**src/rtl/ccc_cfg_pkg.sv**
```systemverilog
// rtl/ccc_cfg_pkg.sv - shared types and CCC config word layout for the dynamic-config sequencer
package ccc_cfg_pkg;

    typedef enum logic [2:0] {
        ST_IDLE,
        ST_SHIFT,
        ST_GAP,
        ST_UPDATE,
        ST_WAIT_LOCK,
        ST_RUN
    } ccc_state_e;

    localparam int CCC_CFG_WIDTH = 81;

    // Declared MSB first, so findiv lands at bits [6:0], fbdiv at [13:7], and so on upward.
    typedef struct packed {
        logic [16:0] reserved;
        logic [2:0]  vcosel;
        logic [4:0]  dlyglc;
        logic [4:0]  dlyglb;
        logic [4:0]  dlygla;
        logic [2:0]  ocmux;
        logic [4:0]  ocdiv;
        logic [2:0]  obmux;
        logic [4:0]  obdiv;
        logic [2:0]  oamux;
        logic [4:0]  oadiv;
        logic        xdlysel;
        logic [1:0]  fbsel;
        logic [4:0]  fbdly;
        logic [6:0]  fbdiv;
        logic [6:0]  findiv;
    } ccc_cfg_t;

    // Power-up config: all outputs driven straight from the RCOSC reference with the PLL bypassed.
    localparam ccc_cfg_t CCC_CFG_RCOSC_DEFAULT = '{
        reserved: 17'h0,
        vcosel:   3'd0,
        dlyglc:   5'd0,
        dlyglb:   5'd0,
        dlygla:   5'd0,
        ocmux:    3'd1,
        ocdiv:    5'd0,
        obmux:    3'd1,
        obdiv:    5'd0,
        oamux:    3'd1,
        oadiv:    5'd0,
        xdlysel:  1'b0,
        fbsel:    2'b01,
        fbdly:    5'd0,
        fbdiv:    7'd0,
        findiv:   7'd0
    };

endpackage

```
**src/rtl/ccc_lock_filter.sv**
```systemverilog
// rtl/ccc_lock_filter.sv - synchronizes raw PLL LOCK and qualifies it over a run of stable cycles
module ccc_lock_filter #(
    parameter int LOCK_STABLE = 16
) (
    input  logic clk,
    input  logic resetn,
    input  logic pll_lock,
    output logic lock_s,
    output logic stable,
    output logic fell
);

    localparam int CNT_W = $clog2(LOCK_STABLE + 1);
    localparam logic [CNT_W-1:0] CNT_LAST = CNT_W'(LOCK_STABLE - 1);

    logic             sync1_q;
    logic             sync2_q;
    logic             prev_q;
    logic [CNT_W-1:0] cnt_q;

    always_ff @(posedge clk) begin
        if (!resetn) begin
            sync1_q <= 1'b0;
            sync2_q <= 1'b0;
            prev_q  <= 1'b0;
            cnt_q   <= '0;
        end else begin
            sync1_q <= pll_lock;
            sync2_q <= sync1_q;
            prev_q  <= sync2_q;
            if (!sync2_q) begin
                cnt_q <= '0;
            end else if (cnt_q != CNT_LAST) begin
                cnt_q <= cnt_q + CNT_W'(1);
            end
        end
    end

    // cnt_q holds the number of earlier high cycles, so stable marks the LOCK_STABLE-th one.
    assign lock_s = sync2_q;
    assign stable = sync2_q && (cnt_q == CNT_LAST);
    assign fell   = prev_q && !sync2_q;

endmodule

```
**src/rtl/ccc_dynconfig_ctrl.sv**
```systemverilog
// rtl/ccc_dynconfig_ctrl.sv - run-time CCC/PLL reconfiguration sequencer over the serial dynamic-config port
module ccc_dynconfig_ctrl
    import ccc_cfg_pkg::*;
#(
    parameter int CFG_WIDTH    = 81,
    parameter int SCLK_DIV     = 2,
    parameter int LOCK_STABLE  = 16,
    parameter int LOCK_TIMEOUT = 4096
) (
    input  logic                 FAB_CLK,
    input  logic                 FAB_RESET_N,
    input  logic                 CFG_REQ,
    input  logic [CFG_WIDTH-1:0] CFG_DATA,
    output logic                 CFG_ACK,
    output logic                 CFG_DONE,
    output logic                 CFG_ERR,
    output logic                 BUSY,
    output logic                 LOCKED,
    output logic                 LOL,
    input  logic                 PLL_LOCK,
    output logic                 MODE,
    output logic                 SCLK,
    output logic                 SDIN,
    output logic                 SSHIFT,
    output logic                 SUPDATE
);

    localparam int BIT_W = $clog2(CFG_WIDTH + 1);
    localparam int DIV_W = $clog2(2 * SCLK_DIV + 1);
    localparam int TO_W  = $clog2(LOCK_TIMEOUT + 1);
    localparam logic [BIT_W-1:0] BIT_LAST   = BIT_W'(CFG_WIDTH - 1);
    localparam logic [DIV_W-1:0] DIV_LAST   = DIV_W'(SCLK_DIV - 1);
    localparam logic [DIV_W-1:0] PHASE_LAST = DIV_W'(2 * SCLK_DIV - 1);
    localparam logic [TO_W-1:0]  TO_LAST    = TO_W'(LOCK_TIMEOUT - 1);

    ccc_state_e           state_q;
    ccc_state_e           state_d;
    logic [CFG_WIDTH-1:0] shadow_q;
    logic [BIT_W-1:0]     bit_q;
    logic [DIV_W-1:0]     div_q;
    logic [TO_W-1:0]      to_q;
    logic                 sclk_q;
    logic                 ack_q;
    logic                 done_q;
    logic                 err_q;
    logic                 locked_q;
    logic                 lol_q;

    logic lock_s;
    logic stable;
    logic fell;
    logic accept;
    logic sclk_fall;
    logic phase_end;
    logic lock_ok;
    logic lock_to;

    ccc_lock_filter #(
        .LOCK_STABLE(LOCK_STABLE)
    ) u_lock_filter (
        .clk     (FAB_CLK),
        .resetn  (FAB_RESET_N),
        .pll_lock(PLL_LOCK),
        .lock_s  (lock_s),
        .stable  (stable),
        .fell    (fell)
    );

    always_comb begin
        state_d   = state_q;
        accept    = 1'b0;
        sclk_fall = 1'b0;
        phase_end = (div_q == PHASE_LAST);
        lock_ok   = 1'b0;
        lock_to   = 1'b0;
        case (state_q)
            ST_IDLE, ST_RUN: begin
                accept = CFG_REQ;
                if (CFG_REQ) state_d = ST_SHIFT;
            end
            ST_SHIFT: begin
                sclk_fall = sclk_q && (div_q == DIV_LAST);
                if (sclk_fall && (bit_q == BIT_LAST)) state_d = ST_GAP;
            end
            ST_GAP: begin
                if (phase_end) state_d = ST_UPDATE;
            end
            ST_UPDATE: begin
                if (phase_end) state_d = ST_WAIT_LOCK;
            end
            ST_WAIT_LOCK: begin
                // A lock qualifying on the final timeout cycle still counts as success.
                lock_ok = stable;
                lock_to = !stable && (to_q == TO_LAST);
                if (lock_ok) state_d = ST_RUN;
                else if (lock_to) state_d = ST_IDLE;
            end
            default: state_d = ST_IDLE;
        endcase
    end

    always_ff @(posedge FAB_CLK) begin
        if (!FAB_RESET_N) begin
            state_q  <= ST_IDLE;
            shadow_q <= '0;
            bit_q    <= '0;
            div_q    <= '0;
            to_q     <= '0;
            sclk_q   <= 1'b0;
            ack_q    <= 1'b0;
            done_q   <= 1'b0;
            err_q    <= 1'b0;
            locked_q <= 1'b0;
            lol_q    <= 1'b0;
        end else begin
            state_q <= state_d;
            ack_q   <= accept;
            done_q  <= lock_ok || lock_to;

            if (accept) begin
                shadow_q <= CFG_DATA;
            end else if (sclk_fall) begin
                shadow_q <= shadow_q >> 1;
            end

            if (accept) begin
                bit_q <= '0;
            end else if (sclk_fall && (bit_q != BIT_LAST)) begin
                bit_q <= bit_q + BIT_W'(1);
            end

            // One counter paces SCLK half-periods in SHIFT and the GAP/UPDATE windows.
            if ((state_d != state_q) || ((state_q == ST_SHIFT) && (div_q == DIV_LAST))) begin
                div_q <= '0;
            end else if (state_q inside {ST_SHIFT, ST_GAP, ST_UPDATE}) begin
                div_q <= div_q + DIV_W'(1);
            end

            if (state_q != ST_SHIFT) begin
                sclk_q <= 1'b0;
            end else if (div_q == DIV_LAST) begin
                sclk_q <= !sclk_q;
            end

            if (state_q != ST_WAIT_LOCK) begin
                to_q <= '0;
            end else if (to_q != TO_LAST) begin
                to_q <= to_q + TO_W'(1);
            end

            if (accept) begin
                err_q    <= 1'b0;
                lol_q    <= 1'b0;
                locked_q <= 1'b0;
            end else if (lock_ok) begin
                locked_q <= 1'b1;
            end else if (lock_to) begin
                err_q <= 1'b1;
            end else if (state_q == ST_RUN) begin
                if (!lock_s) locked_q <= 1'b0;
                else if (stable) locked_q <= 1'b1;
                if (fell) lol_q <= 1'b1;
            end
        end
    end

    assign BUSY     = state_q inside {ST_SHIFT, ST_GAP, ST_UPDATE, ST_WAIT_LOCK};
    assign MODE     = BUSY;
    assign CFG_ACK  = ack_q;
    assign CFG_DONE = done_q;
    assign CFG_ERR  = err_q;
    assign LOCKED   = locked_q;
    assign LOL      = lol_q;
    assign SCLK     = sclk_q;
    assign SDIN     = (state_q == ST_SHIFT) && shadow_q[0];
    assign SSHIFT   = (state_q == ST_SHIFT);
    assign SUPDATE  = (state_q == ST_UPDATE);

endmodule

```
**config.mk**
```make
export PLATFORM = sky130hd
export DESIGN_NAME = ccc_dynconfig_ctrl
export DESIGN_NICKNAME = d
export VERILOG_FILES = /design/src/rtl/ccc_cfg_pkg.sv /design/src/rtl/ccc_lock_filter.sv /design/src/rtl/ccc_dynconfig_ctrl.sv
export SDC_FILE = /design/constraint.sdc
export NUM_CORES = 1
export LEC_CHECK = 0
export ABC_AREA = 1
export CORE_MARGIN = 2
export CORE_UTILIZATION = 40
export DETAILED_ROUTE_END_ITERATION = 10
export PLACE_DENSITY = 0.65
export SYNTH_ARGS = -nofsm -noshare
export SYNTH_HDL_FRONTEND = slang
export SYNTH_SLANG_ARGS = --single-unit
```
**constraint.sdc**
```tcl
create_clock -name FAB_CLK -period 1.8 [get_ports FAB_CLK]
set_clock_uncertainty 0.2 [all_clocks]
set_input_delay 0.18 -clock FAB_CLK [delete_from_list [all_inputs] [get_ports FAB_CLK]]
set_output_delay 0.18 -clock FAB_CLK [all_outputs]
set_load 0.02 [all_outputs]
```
==> results of run 1 <==
-- flip-flops by register name, indices dropped and copies added (netlist names) --
name and count:
SCLK 1, u_lock_filter.sync1_q 1, LOCKED 1, u_lock_filter.lock_s 1
CFG_ACK 1, CFG_DONE 1, to_q 13, div_q 3
state_q 3, LOL 1, u_lock_filter.cnt_q 5, shadow_q 81
CFG_ERR 1, u_lock_filter.prev_q 1, bit_q 7
-- where the power goes --
group          leakage [nW]  switching [mW]  total (mW)  internal (mW)
clock network         0.293            1.18        3.51           2.34
logic                  1.60           0.349       0.746          0.398
registers             0.992          0.0716        2.88           2.81
-- worst max-delay path by stage --
| stage | start | to | slack (ns) | cells past startpoint |
|---|---|---|---|---|
| 2_1_floorplan | to_q[0] | to_q[11] | 0.03 | 11 |
| 3_3_place_gp | state_q[0] | BUSY | 0.009 | 5 |
| 3_5_place_dp | state_q[0] | BUSY | -0.02 | 5 |
| 4_1_cts | state_q[2] | SSHIFT | 0.005 | 4 |
| 5_1_grt | div_q[1] | bit_q[4] | -0.1 | 11 |
| 6_report | div_q[1] | shadow_q[70] | -0.03 | 11 |
-- placed cells by master (no fill, tap or decap), drive strengths merged, types with 3 or more instances in the layout --
master / netlist / final
nand2: 141 / 141
dfxtp: 121 / 121
a21oi: 95 / 95
clkdlybuf4s50: 0 / 89
a22oi: 79 / 79
inv: 53 / 54
buf: 26 / 50
nor2: 40 / 40
clkbuf: 8 / 32
nand3: 18 / 18
o21ai: 12 / 12
nor3: 8 / 8
ha: 8 / 8
xor2: 5 / 5
nand4: 4 / 4
a211oi: 4 / 4
a31oi: 4 / 4
or2: 3 / 3
bufinv: 0 / 3
-- worst reg2reg max path: stages (launching register included) --
cell	delay, ns
dfxtp_2	0.33
inv_2	0.07
ha_4	0.14
nand2_4	0.06
inv_4	0.06
nand2_4	0.04
nor2_4	0.22
buf_4	0.16
buf_12	0.10
buf_6	0.15
a22oi_1	0.11
a21oi_2	0.11
-- repair_timing --
action	CTS	global route
setup endpoints to repair	18	103
gates cloned	0	9
hold buffers	0	0
buffers inserted	0	10
gates resized for setup	30	74
pin swaps	0	29
-- stage by stage --
| step | util | power [mW] | setup TNS, ns | setup WS (ns) | instances |
|---|---|---|---|---|---|
| 2_1_floorplan | - | 3.26 | 0 | 0.0305 | 639 |
| 3_3_place_gp | 0.517 | 3.57 | 0 | 0.00899 | 907 |
| 3_5_place_dp | 0.517 | 3.59 | -0.0990 | -0.0160 | 907 |
| 4_1_cts | 0.566 | 7.10 | 0 | 0.00467 | 936 |
| 5_1_grt | 0.608 | 7.39 | -2.48 | -0.0954 | 955 |
| 6_report | 0.608 | 7.14 | -0.354 | -0.0340 | 955 |
-- layout make-up --
| type | count | share of cell area |
|---|---|---|
| multi-input cells | 429 | 0.335 |
| clock inverters | 6 | 0.0148 |
| repair buffers | 149 | 0.210 |
| clock buffers | 23 | 0.0649 |
| flip-flops and latches | 121 | 0.317 |
| well taps | 172 | 0.0280 |
| inverters | 55 | 0.0298 |
-- per-layer routing --
metal | global-route usage | wire length [µm] | vias to the layer above
met3 | 0.0591 | 538 | 22
met1 | 0.224 | 6300 | 2289
met5 | 0 | 0 | -
met4 | 0.0753 | 291 | 0
met2 | 0.315 | 7320 | 101
li1 | - | - | 2469
-- cells by family after synthesis --
family / Yosys count
AOI/OAI and AO/OA: 197
DFF: 121
adders and majority gates: 8
xor gates and xnor gates: 7
buffers and inverters: 89
and+or+nand+nor: 217
==> flow_metrics.env, run 1 <==
export IMPL_synth_area_top_cells="dfxtp_1 (47%), a22oi_1 (11%), nand2_1 (9.3%), a21oi_1 (8.2%), inv_1 (3.5%)"
export IMPL_yosysSeqAreaShare=0.469
export IMPL_grt_max_degree=84
export IMPL_min_delay_path_depth=3
export IMPL_cts_root_buf="clkbuf_16"
export IMPL_ys_ff_latch=121
export IMPL_die_y_um=118
export IMPL_placed_cell_area_um2=6530
export IMPL_slowest_delay_ns=0.33
export IMPL_synth_top_area_cell="dfxtp_1"
export IMPL_synthFlopType="dfxtp_1"
export IMPL_first_pass_iters=5
export IMPL_holdPathEnd="u_lock_filter.sync1_q"
export IMPL_setup_viol=21
export IMPL_rrSetupSlack_ns=-0.03
export IMPL_rsz0062_at_grt="true"
export IMPL_reg2reg_depth=11
export IMPL_hold_viol_final=0
export IMPL_grt_pass1_wl_um=21200
export IMPL_layout_drive_gt1_share=0.232
export IMPL_h_tree_depth=4
export IMPL_cts_buffers_inserted=17
export IMPL_vias=4881
export IMPL_netlist_area_um2=5160
export IMPL_clk_pin_slew_ns=0.05
export IMPL_clk_latency_ns=0.42
export IMPL_synthMuxAreaShare=0
export IMPL_drt_initial_drc_count=247
export IMPL_cp_max_fo=11
export IMPL_die_area_um2=13800
export IMPL_yosys_cell_types_count=38
export IMPL_antenna_found_initial=0
export IMPL_synth_top_family_by_area="compound AO/OA/AOI/OAI gates"
export IMPL_crit_path_start_kind="flip-flop"
export IMPL_hold_ws_ns=0.104
export IMPL_start_util=0.409
export IMPL_cp_cell_sequence="inv_2, ha_4, nand2_4, inv_4, nand2_4, nor2_4, buf_4, buf_12, buf_6, a22oi_1, a21oi_2"
export IMPL_ys_top_cells_by_count="nand2_1 (128), dfxtp_1 (121), a21oi_1 (85)"
export IMPL_io_pins=96
export IMPL_fp_row_count=41
export IMPL_synth_cells=639
export IMPL_post_drt_wl_per_cell_um=15.1
export IMPL_vias_per_cell=5.11
export IMPL_synth_simple_area_share=0.184
export IMPL_min_delay_start="PLL_LOCK"
export IMPL_num_antenna_cells=0
export IMPL_grt_overflow_total=0
export IMPL_regToRegEndpoint="shadow_q[70]"
export IMPL_worstMarginPinSlew_ns=0.447
export IMPL_cp_required_ns=1.95
export IMPL_final_area_um2=7670
export IMPL_synth_fa_ha_area_frac=0.0194
export IMPL_p_per_area_nw_per_um2=930
export IMPL_syn_area_per_cell_um2=8.08
export IMPL_setup_worst_path_end_class="flip-flop"
export IMPL_clock_sinks=121
export IMPL_synth_compound_area_frac=0.241
export IMPL_seq_area_um2=2430
export IMPL_wirelength_um=14400
export IMPL_synth_edf_count=0
export IMPL_cp_arrival_ns=1.98
export IMPL_drc_errors=0
export IMPL_max_cap_violations=0
export IMPL_numPortBuffers=95
export IMPL_min_period_ns=1.83
export IMPL_setup_ws_ns=-0.0340
export IMPL_violations="setup timing"
export IMPL_reg2reg_from="div_q[1]"
export IMPL_track_usage=0.188
export IMPL_yosys_cell_count_top_type="nand2_1"
export IMPL_nets=866
export IMPL_yosysTopAreaCellShare=0.469
export IMPL_dp_hpwl_um=8510
export IMPL_async_flop_share=0
export IMPL_cts_path_max_buffers=2
export IMPL_ant_nets=0
export IMPL_die_w_um=118
export IMPL_maxSlewViolCount=0
export IMPL_period_share=1.02
export IMPL_coreArea_um2=12600
export IMPL_synth_nets=732
export IMPL_synth_xor_area_share=0.0119
export IMPL_p_leak_nw=2.88
export IMPL_multiInputGateArea_um2=2570
export IMPL_ir_worst_vdd_uv=553
export IMPL_ys_warn_count=0
export IMPL_hp_class="primary input to flip-flop"
export IMPL_status="finished with violations"
export IMPL_path_buf_inv=5
export IMPL_critPathTopFamily="buffers and inverters"
export IMPL_syn_to_final_growth_pct=48.6
export IMPL_fill_cells=1114
export IMPL_max_freq_mhz=545
export IMPL_grt_pass1_vias=4531
export IMPL_tritoncts="yes"
export IMPL_criticalPathCategory="flip-flop to flip-flop"
export IMPL_slowest_stage="dfxtp_2"
export IMPL_crit_top_cell="nand2_4"
export IMPL_slew_headroom=0.702
export IMPL_gp_congestion=0.940
Note: power is estimated with default switching activity, not from simulation.
==> run 2: changes to the inputs <==
- SKIP_LAST_GASP: unset -> 1
==> run 2 against run 1 <==
- the run now ends clean
- via count increased by 0.66%
- final cell count increased by 0.21%
- die area unchanged
- register-to-register slack improved by 0.04 ns
- critical path depth decreased by 1
- clock power about the same
- global-route usage about the same
- combinational power about the same
- utilization increased by 0.23 points
- clock-buffer cell count unchanged
- critical path type unchanged
- largest cell class unchanged
- highest routed layer unchanged
==> flow_metrics.env, run 2 (synthesis results as in run 1) <==
export IMPL_status="finished clean"
export IMPL_ir_worst_vdd_uv=577
export IMPL_hold_ws_ns=0.106
export IMPL_tritoncts="yes"
export IMPL_first_pass_iters=5
export IMPL_max_freq_mhz=556
export IMPL_regToRegEndpoint="bit_q[4]"
export IMPL_cp_cell_sequence="inv_2, ha_4, nand2_4, inv_4, nand2_4, nor2_4, nand2_4, nor3_4, nand2_1, a21oi_2"
export IMPL_reg_largest_list="shadow_q (81), to_q (13), bit_q (7)"
export IMPL_clk_pin_slew_ns=0.05
export IMPL_cts_buffers_inserted=17
export IMPL_post_drt_wl_per_cell_um=15.2
export IMPL_endpoint="bit_q[4]"
export IMPL_reg2reg_depth=10
export IMPL_fill_cells=1109
export IMPL_vias=4913
export IMPL_placed_cell_area_um2=6530
export IMPL_worst_path_stages=10
export IMPL_layout_common_cells="dfxtp_1 (115), nand2_1 (115), clkdlybuf4s50_1 (89)"
export IMPL_start_util=0.409
export IMPL_cts_root_buf="clkbuf_16"
export IMPL_fp_row_count=41
export IMPL_track_usage=0.188
export IMPL_cts_path_max_buffers=2
export IMPL_ant_nets=0
export IMPL_critPathLaunch="div_q[1]"
export IMPL_layout_drive_gt1_share=0.235
export IMPL_gp_congestion=0.940
export IMPL_clock_sinks=121
export IMPL_min_period_ns=1.80
export IMPL_syn_to_final_growth_pct=49.1
export IMPL_cp_required_ns=1.95
export IMPL_grt_overflow_total=0
export IMPL_io_pins=96
export IMPL_wirelength_um=14500
export IMPL_drt_initial_drc_count=336
export IMPL_drc_errors=0
export IMPL_clk_latency_ns=0.42
export IMPL_hp_class="primary input to flip-flop"
export IMPL_cts_hold_repair_buffers=0
export IMPL_setup_worst_path_end_class="flip-flop"
export IMPL_worstMarginPinSlew_ns=0.409
export IMPL_top_register="shadow_q"
export IMPL_dpl_cell_count=907
export IMPL_instances_no_fill=957
export IMPL_largest_reg_flops=81
export IMPL_rsz0062_at_grt="true"
export IMPL_p_leak_nw=2.89
export IMPL_die_area_um2=13800
export IMPL_slowest_delay_ns=0.33
export IMPL_slew_headroom=0.727
export IMPL_grt_pass1_wl_um=21200
export IMPL_h_tree_depth=4
export IMPL_final_util=0.610
export IMPL_numPortBuffers=95
export IMPL_die_y_um=118
export IMPL_maxSlewViolCount=0
export IMPL_antenna_found_initial=0
export IMPL_setup_viol=0
export IMPL_min_delay_start="PLL_LOCK"
export IMPL_grt_pass1_vias=4536
export IMPL_die_w_um=118
export IMPL_nets=867
export IMPL_coreArea_um2=12600
export IMPL_hold_viol_final=0
export IMPL_crit_top_cell="nand2_4"
export IMPL_max_cap_violations=0
export IMPL_rrSetupSlack_ns=0.002
export IMPL_vias_per_cell=5.13
export IMPL_p_per_area_nw_per_um2=927
export IMPL_dp_hpwl_um=8510
export IMPL_final_area_um2=7700
export IMPL_cp_max_fo=6
export IMPL_path_buf_inv=2
export IMPL_cp_arrival_ns=1.95
export IMPL_criticalPathCategory="flip-flop to flip-flop"
export IMPL_reg2reg_from="div_q[1]"
export IMPL_total_power_mw=7.14
export IMPL_grt_max_degree=84
export IMPL_slowest_stage="dfxtp_2"
export IMPL_critPathTopFamily="simple AND/OR/NAND/NOR gates"
export IMPL_period_share=0.999
export IMPL_crit_path_start_kind="flip-flop"
-- run 2: cell count changes in the layout (fill, tap and decap cells not counted) --
| cell | delta |
|---|---|
| a22oi_1 | -2 |
| a21oi_2 | -2 |
| a21oi_1 | +2 |
| inv_2 | -1 |
| a22oi_2 | +2 |
| inv_4 | +1 |
| nor2_1 | -1 |
| buf_6 | +3 |
| buf_4 | -2 |
| nor2_2 | +1 |
| diode_2 | +1 |
-- run 2: per-stage QoR --
stage	setup slack (ns)	setup TNS, ns
2_1_floorplan	0.0305	0
3_3_place_gp	0.00899	0
3_5_place_dp	-0.0160	-0.0990
4_1_cts	-0.00881	-0.00954
5_1_grt	-0.120	-2.23
6_report	0.00209	0
-- run 2: metal layers --
layer,wire [µm],GRT usage
met1,6250,0.224
met2,7450,0.315
met5,0,0
met3,532,0.0591
met4,321,0.0761
-- run 2: timing repair --
item,CTS,global route
resized for setup,28,81
pin swaps,0,26
setup endpoints to repair,18,104
cloned,0,12
buffers inserted,0,9
-- run 2: how the worst min path moves through the flow --
stage / to / slack [ns] / cells past startpoint
after floorplan: u_lock_filter.lock_s / 0.07 / 2
final: u_lock_filter.sync1_q / 0.11 / 3
after CTS: u_lock_filter.sync1_q / 0.1 / 3
after global placement: u_lock_filter.lock_s / 0.20 / 2
after detailed placement: u_lock_filter.lock_s / 0.20 / 2
after global routing: u_lock_filter.sync1_q / 0.12 / 3
-- run 2: final cells by class --
class	instances	area (µm²)	area share
diodes	1	2.50	0.000325
clock buffers	23	498	0.0647
clock inverters	6	114	0.0148
inverters	55	231	0.0301
multi-input cells	429	2570	0.334
flip-flops and latches	121	2430	0.316
well taps	172	215	0.0279
repair buffers	150	1630	0.212
-- run 2: power by group --
group / internal (mW) / switching, mW / total [mW]
sequential: 2.80 / 0.0729 / 2.88
clock: 2.34 / 1.18 / 3.51
combinational: 0.397 / 0.347 / 0.744
total: 5.54 / 1.60 / 7.14
-- run 2: worst min-delay path: cells and delay by family --
| family | cells | cell delay [ns] |
|---|---|---|
| AND/OR/NAND/NOR | 1 | 0.06 |
| buffers and inverters | 2 | 0.43 |
